==> src/rtl/s298_response_checker_sat_counter.sv <==
// Saturating up-counter with enable and synchronous active-high reset.
module sat_counter #(
   parameter int unsigned W = 16
) (
   input  logic         clk,
   input  logic         reset,
   input  logic         en,
   output logic [W-1:0] count
);

   logic [W-1:0] count_q, count_d;

   // Increment while enabled, sticking at all-ones
   always_comb begin
      count_d = count_q;
      if (en && (count_q != {W{1'b1}})) count_d = count_q + W'(1);
   end

   // Count register
   always_ff @(posedge clk) begin
      if (reset) count_q <= '0;
      else       count_q <= count_d;
   end

   assign count = count_q;

endmodule

==> config.mk <==
export PLATFORM = sky130hd
export DESIGN_NAME = sat_counter
export DESIGN_NICKNAME = d
export VERILOG_FILES = /design/src/rtl/s298_response_checker_sat_counter.sv
export SDC_FILE = /design/constraint.sdc
export NUM_CORES = 1
export LEC_CHECK = 0
export ABC_CLOCK_PERIOD_IN_PS = 2750
export CORE_MARGIN = 8
export CORE_UTILIZATION = 53
export CTS_BUF_LIST = sky130_fd_sc_hd__clkbuf_4 sky130_fd_sc_hd__clkbuf_8
export DETAILED_ROUTE_END_ITERATION = 6
export PLACE_DENSITY = 0.83
export SYNTH_ARGS = -nofsm -noshare
export SYNTH_HDL_FRONTEND = slang
export SYNTH_SLANG_ARGS = --single-unit
==> constraint.sdc <==
create_clock -name clk -period 2.75 [get_ports clk]
set_clock_uncertainty 0.05 [all_clocks]
set_input_delay 0.4125 -clock clk [delete_from_list [all_inputs] [get_ports clk]]
set_output_delay 0.4125 -clock clk [all_outputs]
set_load 0.005 [all_outputs]
==> results.toml <==
[status]
status = "finished, final reports clean"

[final_layout]
largest_register_ffs = 16
fin_nets = 124
fin_cells = 135
drive_gt1_share_pct = 8.40
syn_to_final_growth_pct = 27.7
nFillCells = 129
antenna_cells = 0
fin_util_pct = 71.9

[sta]
fmax_ghz = 0.545
worst_pin_slew_ns = 0.691
hold_viol_final = 0
slew_headroom_pct = 53.3
timing.final.crit_share_pct = 66.8
final.min_clock_period_ns = 1.84
rsz0062_at_grt = "no"
finalSetupViolCount = 0
hold_ws_ns = 0.489
maxSlewViolCount = 0
setup_tns_ns = 0

[routing]
drt-initial-drc-count = 44
drtAntennaViolNets = 0
vias = 863
routedWlPerCell_um = 15.8
drc = 0
viasPerCell = 6.39
drt-pass1-iter-count = 4
wirelength_um = 2140

[power]
swShare_pct = 21.3
total_power_w = 0.000412
p_sw_w = 0.0000877
intPower_w = 0.000324
comb_power_share_pct = 4.8
peakVddDrop_mv = 0.320
leakage_nw = 0.350
pwr-share-seq_pct = 57.4
clock_power_share_pct = 37.8
powerDensity_mw_per_mm2 = 380

[min_path]
holdPathEnd = "count[15]"
hp-class = "register to register"
min_path_cells = 2
hold_start = "count[15]"

[setup_path]
rr_startpoint = "count[11]"
start_kind = "primary input"
path_cells = "clkdlybuf4s50_1, nand2_1, nor4bb_1, mux2_2"
worstPathMaxFanout = 11
r2r_cells = 4
worstPathRequired_ns = 2.88
reg2reg_slack_ns = 0.94
r2r_end = "count[15]"
cp_slowest_cell = "clkdlybuf4s50_1"
critPathMaxStageDelay_ns = 0.58
worst_setup_path_end_kind = "register"
cp.arrival_ns = 1.97
critPathKind = "primary input to register"

[global_routing]
grt_pass1_wl_um = 3750
grt_pass1_vias = 880
antenna_found_initial = 0
grt_remaining_overflow = 0
grt_usage_pct = 14.2
grt_max_degree = 12

[die]
initial_utilization_pct = 56.3
rows = 14
die_w_um = 56.0
die_area_mm2 = 0.00314
coreArea_mm2 = 0.00151
ios = 19
die_height_um = 56.0

[clock_network]
cts_max_path_buffers = 2
post_cts.repair.setup_buffers = 0
numCtsBuffers = 3
cts.repair.resized = 0
clk-insertion-delay-late_ns = 0.29
cts-root-buf = "clkbuf_4"
ctsHoldBuffers = 0
path_clk_slew_ns = 0.09
ctsHtreeMaxLevel = 1
cts_tree = "built"
cts_sinks = 16

[placement]
dp.cells = 131
gp_congestion = 0.782
numPortBuffers = 18
dp_hpwl_um = 1500

[synthesis]
yosys.area.top_type = "dfxtp_1"
syn_nets = 103
post_synth.cell_area_avg_um2 = 8.57
yosysSeqAreaShare_pct = 37.8
netlist_top_cells_area = "dfxtp_1 38%, or4_1 6.2%, a21oi_1 5.9%"
yosys_register_bits = 16
syn-cell-area_um2 = 848
synthDistinctLibCells = 31
yosys.area.top_type_share_pct = 37.8
syn_inst = 99
ys_warn_count = 0

[flow_run]
maxCapViolCount = 0
area by class of cell:
cell class / instances / area, µm² / area share (%)
clock buffer: 4 / 36.3 / 3.35
inverter: 3 / 11.3 / 1.04
multi-input combinational: 76 / 500 / 46.2
sequential: 16 / 320 / 29.6
tap: 16 / 20.0 / 1.85
timing repair buffer: 20 / 195 / 18.0
cell usage after synthesis:
cell type,count
mux2_2,1
o31ai_1,6
nand3b_1,1
xnor2_1,2
ha_1,1
nor3_1,4
nand4_1,3
dfxtp_1,16
nor4bb_1,1
nor4_4,1
o21ai_0,4
and3_1,1
o311ai_0,1
o41ai_1,1
mux2i_1,1
o21a_1,1
nand2_2,1
and4_1,3
nand2_1,6
clkbuf_1,2
or4_1,7
a21oi_1,10
buf_1,1
nand4_4,1
nand3_1,6
nor2_1,6
buf_2,1
inv_1,3
or3_1,3
nor2b_1,2
nor4_1,2
logic make-up after synthesis:
logic type	share of synthesized area (%)
buffers and inverters	3.24
adders and majority gates	1.47
xor gates and xnor gates	2.07
AOI/OAI and AO/OA	16.5
and+or+nand+nor	36.4
DFF	37.8
muxes	2.51
worst max-delay path: cells and delay by family:
| kind | cells | cell delay (ns) |
|---|---|---|
| muxes | 1 | 0.37 |
| and+or+nand+nor | 2 | 0.60 |
| buffers and inverters | 1 | 0.58 |
stage by stage:
| stage | setup WS [ns] | cell area (µm²) |
|---|---|---|
| 6_report | 0.914 | 1080 |
| 5_1_grt | 0.786 | 1080 |
| 4_1_cts | 0.933 | 1080 |
| 3_5_place_dp | 0.634 | 1050 |
| 3_3_place_gp | 0.704 | 1050 |
| 2_1_floorplan | 1.08 | 848 |
power groups by stage:
stage	Clock [W]	Sequential, W	Combinational (W)
6_report	0.000156	0.000237	0.0000196
5_1_grt	0.000169	0.000237	0.0000217
4_1_cts	0.000162	0.000237	0.0000194
3_5_place_dp	0	0.000242	0.0000194
3_3_place_gp	0	0.000242	0.0000190
2_1_floorplan	0	0.000242	0.00000844
per-layer routing:
layer	track usage, %	up-vias	share of wire (%)
li1	-	426	-
met1	15.5	406	47
met2	22.5	27	46
met3	4.57	4	5.2
met4	9.62	0	1.9
met5	0	-	0
worst max path at each step:
stage | endpoint | slack (ns) | start
2_1_floorplan | count[15] | 1.08 | count[5]
3_3_place_gp | count[11] | 0.70 | en
3_5_place_dp | count[11] | 0.63 | en
4_1_cts | count[5] | 0.93 | count[5]
5_1_grt | count[1] | 0.79 | count[13]
6_report | count[11] | 0.91 | en
cell usage in the layout (no fill, tap or decap), types with 2 or more instances in the layout:
cell and count:
clkdlybuf4s50_1 18, dfxtp_1 16, a21oi_1 10, or4_1 7, nand3_1 6, nand2_1 6
o31ai_1 6, nor2_1 6, nor3_1 4, o21ai_0 4, inv_1 3, nand4_1 3
and4_1 3, or3_1 3, clkbuf_4 3, xnor2_1 2, nor4_1 2, nor2b_1 2
buf_4 2
Note: power is estimated with default switching activity, not from simulation.
